==> src/rtl/output_bram_axis_tx_pkg.sv <==
// Shared Conv2d package slice: default widths, streamer state encodings and
// the read-issue room test shared by the BRAM-to-AXIS transmit path.
//   DEF_DATA_W / DEF_ADDR_W : default stream word and BRAM address widths
//   stream_state_e          : 3-bit streamer state encoding
//   can_issue()             : true when a new BRAM read cannot overflow the FIFO
package output_bram_axis_tx_pkg;

    localparam int unsigned DEF_DATA_W = 32;
    localparam int unsigned DEF_ADDR_W = 10;
    localparam int unsigned STATE_W    = 3;
    localparam int unsigned FIFO_DEPTH = 2;

    typedef enum logic [STATE_W-1:0] {
        S_Reset  = 3'd0,
        S_Idle   = 3'd1,
        S_Stream = 3'd2
    } stream_state_e;

    // Words already held or on their way, minus the one leaving this cycle,
    // must leave room for one more word arriving next cycle.
    function automatic logic can_issue(input logic [1:0] count,
                                       input logic       inflight,
                                       input logic       pop);
        logic [2:0] occ;
        occ = 3'(count) + 3'(inflight) - 3'(pop);
        return occ < 3'(FIFO_DEPTH);
    endfunction

endpackage

==> src/rtl/output_bram_axis_tx_axis_fifo2.sv <==
// axis_fifo2: two-entry FIFO holding BRAM read data ahead of the stream port.
//   clk, Reset : clock, synchronous active-low reset (empties the FIFO)
//   push, din  : write one word (ignored when full and not popping)
//   pop        : remove the head word (ignored when empty)
//   count      : number of words held, 0..2
//   head       : oldest word; zero after reset
module axis_fifo2 #(
    parameter int unsigned DATA_W = 32
) (
    input  logic              clk,
    input  logic              Reset,
    input  logic              push,
    input  logic [DATA_W-1:0] din,
    input  logic              pop,
    output logic [1:0]        count,
    output logic [DATA_W-1:0] head
);

    logic [DATA_W-1:0] tail;
    logic              do_pop;
    logic              do_push;

    assign do_pop  = pop && (count != 2'd0);
    assign do_push = push && ((count != 2'd2) || do_pop);

    // Head/tail shift register; simultaneous push and pop keeps count.
    always_ff @(posedge clk) begin
        if (!Reset) begin
            count <= 2'd0;
            head  <= '0;
            tail  <= '0;
        end else begin
            case ({do_push, do_pop})
                2'b10: begin
                    if (count == 2'd0) head <= din;
                    else               tail <= din;
                    count <= count + 2'd1;
                end
                2'b01: begin
                    head  <= tail;
                    count <= count - 2'd1;
                end
                2'b11: begin
                    if (count == 2'd1) begin
                        head <= din;
                    end else begin
                        head <= tail;
                        tail <= din;
                    end
                end
                default: ;
            endcase
        end
    end

endmodule

==> src/rtl/output_bram_axis_tx.sv <==
// output_bram_axis_tx: streams NUM_WORDS words from BRAM port B out on an
// AXI4-Stream master, one word per cycle when the sink is always ready.
//   clk, Reset       : clock, synchronous active-low reset
//   start_stream     : request one frame (taken only when idle, NUM_WORDS != 0)
//   NUM_WORDS        : frame length 1..2^ADDR_W, latched at start
//   enb/addrb/doutb  : BRAM port B, one-cycle read latency
//   m_axis_*         : stream master; tlast marks beat NUM_WORDS-1
//   Stream_IDLE      : high only while idle and able to accept a start
//   stream_done      : one-cycle pulse the cycle after the tlast handshake
module output_bram_axis_tx
    import output_bram_axis_tx_pkg::*;
#(
    parameter int unsigned DATA_W = DEF_DATA_W,
    parameter int unsigned ADDR_W = DEF_ADDR_W
) (
    input  logic              clk,
    input  logic              Reset,
    input  logic              start_stream,
    input  logic [ADDR_W:0]   NUM_WORDS,
    output logic              enb_out_BRAM,
    output logic [ADDR_W-1:0] addrb_out_BRAM,
    input  logic [DATA_W-1:0] doutb_out_BRAM,
    output logic [DATA_W-1:0] m_axis_tdata,
    output logic              m_axis_tvalid,
    output logic              m_axis_tlast,
    input  logic              m_axis_tready,
    output logic              Stream_IDLE,
    output logic              stream_done
);

    localparam int unsigned CNT_W = ADDR_W + 1;

    stream_state_e     state;
    logic [CNT_W-1:0]  num_words_q;
    logic [CNT_W-1:0]  reads_q;
    logic [CNT_W-1:0]  beats_q;
    logic              rd_inflight_q;
    logic              done_q;

    logic [1:0]        fifo_count;
    logic [DATA_W-1:0] fifo_head;
    logic              fifo_valid;
    logic              pop;
    logic              issue;
    logic              last_beat;

    assign fifo_valid = (fifo_count != 2'd0);
    assign pop        = fifo_valid && m_axis_tready;
    assign last_beat  = fifo_valid && (beats_q == num_words_q - CNT_W'(1));

    // Issue depends on this cycle's pop so a steady ready sink sees no bubbles.
    assign issue = (state == S_Stream) && (reads_q < num_words_q)
                && can_issue(fifo_count, rd_inflight_q, pop);

    // Read data is valid the cycle after enb; capture it then.
    axis_fifo2 #(
        .DATA_W (DATA_W)
    ) u_fifo (
        .clk   (clk),
        .Reset (Reset),
        .push  (rd_inflight_q),
        .din   (doutb_out_BRAM),
        .pop   (pop),
        .count (fifo_count),
        .head  (fifo_head)
    );

    // Frame control: state, latched length, read/beat counters, done pulse.
    always_ff @(posedge clk) begin
        if (!Reset) begin
            state         <= S_Reset;
            num_words_q   <= '0;
            reads_q       <= '0;
            beats_q       <= '0;
            rd_inflight_q <= 1'b0;
            done_q        <= 1'b0;
        end else begin
            done_q        <= 1'b0;
            rd_inflight_q <= issue;
            if (issue) reads_q <= reads_q + CNT_W'(1);
            if (pop)   beats_q <= beats_q + CNT_W'(1);

            case (state)
                S_Reset: state <= S_Idle;
                S_Idle: begin
                    if (start_stream && (NUM_WORDS != '0)) begin
                        state       <= S_Stream;
                        num_words_q <= NUM_WORDS;
                        reads_q     <= '0;
                        beats_q     <= '0;
                    end
                end
                S_Stream: begin
                    if (pop && last_beat) begin
                        state  <= S_Idle;
                        done_q <= 1'b1;
                    end
                end
                default: state <= S_Reset;
            endcase
        end
    end

    // Counter width is ADDR_W+1 so a full-depth frame never wraps the address early.
    assign enb_out_BRAM   = issue;
    assign addrb_out_BRAM = reads_q[ADDR_W-1:0];
    assign m_axis_tdata   = fifo_head;
    assign m_axis_tvalid  = fifo_valid;
    assign m_axis_tlast   = last_beat;
    assign Stream_IDLE    = (state == S_Idle);
    assign stream_done    = done_q;

endmodule

==> config.mk <==
export PLATFORM = sky130hd
export DESIGN_NAME = output_bram_axis_tx
export DESIGN_NICKNAME = d
export VERILOG_FILES = /design/src/rtl/output_bram_axis_tx_pkg.sv /design/src/rtl/output_bram_axis_tx_axis_fifo2.sv /design/src/rtl/output_bram_axis_tx.sv
export SDC_FILE = /design/constraint.sdc
export NUM_CORES = 1
export LEC_CHECK = 0
export ABC_CLOCK_PERIOD_IN_PS = 3150
export BUFFER_PORTS_ARGS = -buffer_cell sky130_fd_sc_hd__buf_2
export CAP_MARGIN = 25
export CELL_PAD_IN_SITES_DETAIL_PLACEMENT = 1
export CELL_PAD_IN_SITES_GLOBAL_PLACEMENT = 1
export CORE_AREA = 5 5 123 125
export DETAILED_ROUTE_END_ITERATION = 10
export DIE_AREA = 0 0 128 130
export PLACE_DENSITY = 0.81
export SLEW_MARGIN = 0
export SYNTH_ARGS = -nofsm -noshare
export SYNTH_HDL_FRONTEND = slang
export SYNTH_SLANG_ARGS = --single-unit
==> constraint.sdc <==
create_clock -name clk -period 3.15 [get_ports clk]
set_clock_uncertainty 0.15 [all_clocks]
set_input_delay 0.315 -clock clk [delete_from_list [all_inputs] [get_ports clk]]
set_output_delay 0.315 -clock clk [all_outputs]
set_load 0.03 [all_outputs]
==> results.cfg <==
[status]
status = completed

[drt]
viasPerCell = 5.279
drtPass1Iterations = 5
post_drt_wl_per_cell_microns = 16.98
vias = 4487
postRouteAntennaNets = 0
wl_microns = 14430
detail_route.iter0.violations = 165
drc = 0

[logic_synthesis]
ys_seq_area_share_pct = 39.95
synthXorXnorAreaFrac_pct = 4.558
synth_edf_count = 0
yosys.area_share.simple_pct = 18.67
synth_area_sq_um = 5161
synth_top_cell_by_area = dfxtp_1
synth_warnings = 0
synth.top_cell.area_share_pct = 39.95
syn_avg_cell_area_sq_um = 8.883
synth_compound_area_share_pct = 17.99
synth_area_leaders = dfxtp_1 (40%), nand2_1 (9.3%), mux2i_1 (9.1%), o211a_1 (6.4%), a21boi_0 (4.7%)
synth_nets = 646
synthAdderAreaFrac_pct = 4.509
synthDistinctLibCells = 45
ys_async_sr_fraction_pct = 0
synth_top_family_by_area = simple AND/OR/NAND/NOR gates
ys.flop_type = dfxtp_1
synth-seq-cells = 103
synthMuxAreaShare_pct = 9.115
synthCells = 581

[global_routing]
grt_pass1_wl_microns = 23760
busiest_layer = met2
grt_util_met3_pct = 4.011
grt_pass1_vias = 4851
met2_usage_pct = 30.75
antenna_found_initial = 0
grt_max_degree = 85
overflow = 0
track_usage_pct = 17.67
grtUsageMet1_pct = 21.01

[hold_path]
hp-class = input pin to flip-flop

[layout]
multi_input_area_sq_um = 2907
layout_commonest_cell = nand2_1
layout_common_cells = nand2_1 (125), dfxtp_1 (101), buf_2 (92)
area.sequential_sq_um = 2067
antenna_cells = 0
final_area_sq_um = 6230
nets = 730
areaGrowthSynthToFinish_pct = 20.70
fillers = 1659
drive_above_1_share_pct = 22.84

[timing]
timing.final.max_slew_violations = 0
fmax_mhz = 325.1
max_slew_margin_pct = 39.44
finalSetupTns_ns = 0
hold_viol = 0
fin_crit_ns = 3.076
timing_worst_slew_pin_value_ns = 0.9084
fin_crit_sh_pct = 97.65
setup_violations = 0
holdWs_ns = 0.05630
rsz0062_at_grt = yes

[worst_setup_path]
cp.arrival_ns = 2.61
r2r_slack_ns = 0.15
crit_type = flip-flop to primary output
cp_max_fo = 3
end_kind = primary output
cp.required_ns = 2.68
start_kind = flip-flop

[cts]
cts_tree = done
root_buffer = clkbuf_16
cts.sinks = 103
clk_latency_ns = 0.36
cts-hold-fix-buffers = 0
ctsHtreeMaxLevel = 3
clkTransAtPathRegs_ns = 0.08
numCtsBuffers = 9
cts_buffer_depth = 2

[placed_design]
portBuffers = 93
placed_area_sq_um = 5802
place.gp.congestion = 0.8413
dp_hpwl_microns = 10380

[floorplan]
core_area_sq_um = 13770
die_h_microns = 130
initial_core_util_pct = 37.47
die_w_microns = 128
rows = 43
die_area_sq_um = 16640
ios = 94

[flow_run]
drv_cap = 0

[pwr]
p_leak_uw = 0.002988
power.density_nw_per_um2 = 647.4
ir_drop_mv = 0.3008
-- Yosys cell counts, types with 3 or more instances --
cell,n
nor2b_1,18
a21o_1,5
dfxtp_1,103
inv_1,16
nor2_1,16
mux2i_1,47
o21ai_1,10
and3_1,8
ha_1,17
xnor2_1,15
o211a_1,33
nand3_1,10
a21oi_1,15
and2_1,4
xor2_1,10
buf_2,5
nand4_1,8
a21boi_0,32
clkbuf_1,27
a2111o_1,9
buf_4,10
nand2b_1,3
nand2_1,128
nor3_1,4
o21ai_0,6
-- through the flow --
| step | worst slack [ns] | instances | util [%] | power (uW) |
|---|---|---|---|---|
| global placement | 0.1148 | 826 | 42.12 | 2741 |
| global route | -0.06556 | 850 | 45.23 | 4256 |
| detailed placement | -0.1117 | 826 | 42.12 | 2802 |
| finish | 0.07390 | 850 | 45.23 | 4033 |
| floorplan | 0.02016 | 581 | - | 2417 |
| CTS | 0.01114 | 846 | 44.91 | 4047 |
-- final timing paths --
path,end,cells past startpoint,start
max,enb_out_BRAM,13,u_fifo.count[0]
min,u_fifo.tail[10],3,doutb_out_BRAM[10]
max reg2reg,reads_q[6],16,u_fifo.count[0]
min reg2reg,u_fifo.tail[26],2,u_fifo.tail[26]
-- kinds of logic (layout without fill, tap and decap cells) --
kind of cell,count (synthesis),count (layout)
AOI/OAI and AO/OA,117,117
xor gates and xnor gates,26,26
adders and majority gates,18,18
buffers and inverters,60,149
DFF,103,103
muxes,47,47
and+or+nand+nor,210,210
-- what timing repair did --
| action | 4_1_cts | 5_1_grt |
|---|---|---|
| pin swaps | 3 | 2 |
| setup endpoints to repair | 7 | 6 |
| setup buffers | 4 | 4 |
| gates cloned | 0 | 0 |
| resized for setup | 14 | 2 |
-- power breakdown --
part / internal, uW / switching, uW
sequential: 1450 / 97.4
clock: 626 / 545
combinational: 515 / 802
total: 2590 / 1440
-- registers in the layout (all words and copies together), names as in the netlist --
name and cells:
beats_q 11, num_words_q 11, rd_inflight_q 1, reads_q 11, state 2, stream_done 1
u_fifo.count 2, u_fifo.head 32, u_fifo.tail 32
-- critical path, stage by stage (launching register included) --
cell and delay [ns]:
dfxtp_2 0.35, inv_2 0.06, ha_4 0.16, inv_4 0.05
nand2_2 0.07, inv_2 0.08, ha_4 0.20, nor2b_4 0.10
fa_1 0.41, nor2_1 0.12, nand3_2 0.13, a21oi_4 0.15
a21boi_4 0.21, buf_6 0.15
-- per-layer routing --
metal  vias up  wire, microns
met3        25            722
met5         -              0
met1      2194           6301
met4         0            328
met2       106           7077
li1       2162              -
-- area by class of cell --
type | instances | share of cell area, %
Tap cell | 180 | 3.615
Clock buffer | 9 | 3.615
Timing Repair Buffer | 116 | 10.54
Sequential cell | 103 | 33.18
Inverter | 17 | 1.105
Clock inverter | 7 | 1.285
Multi-Input combinational cell | 418 | 46.66
Power figures use the tool's default switching activity.
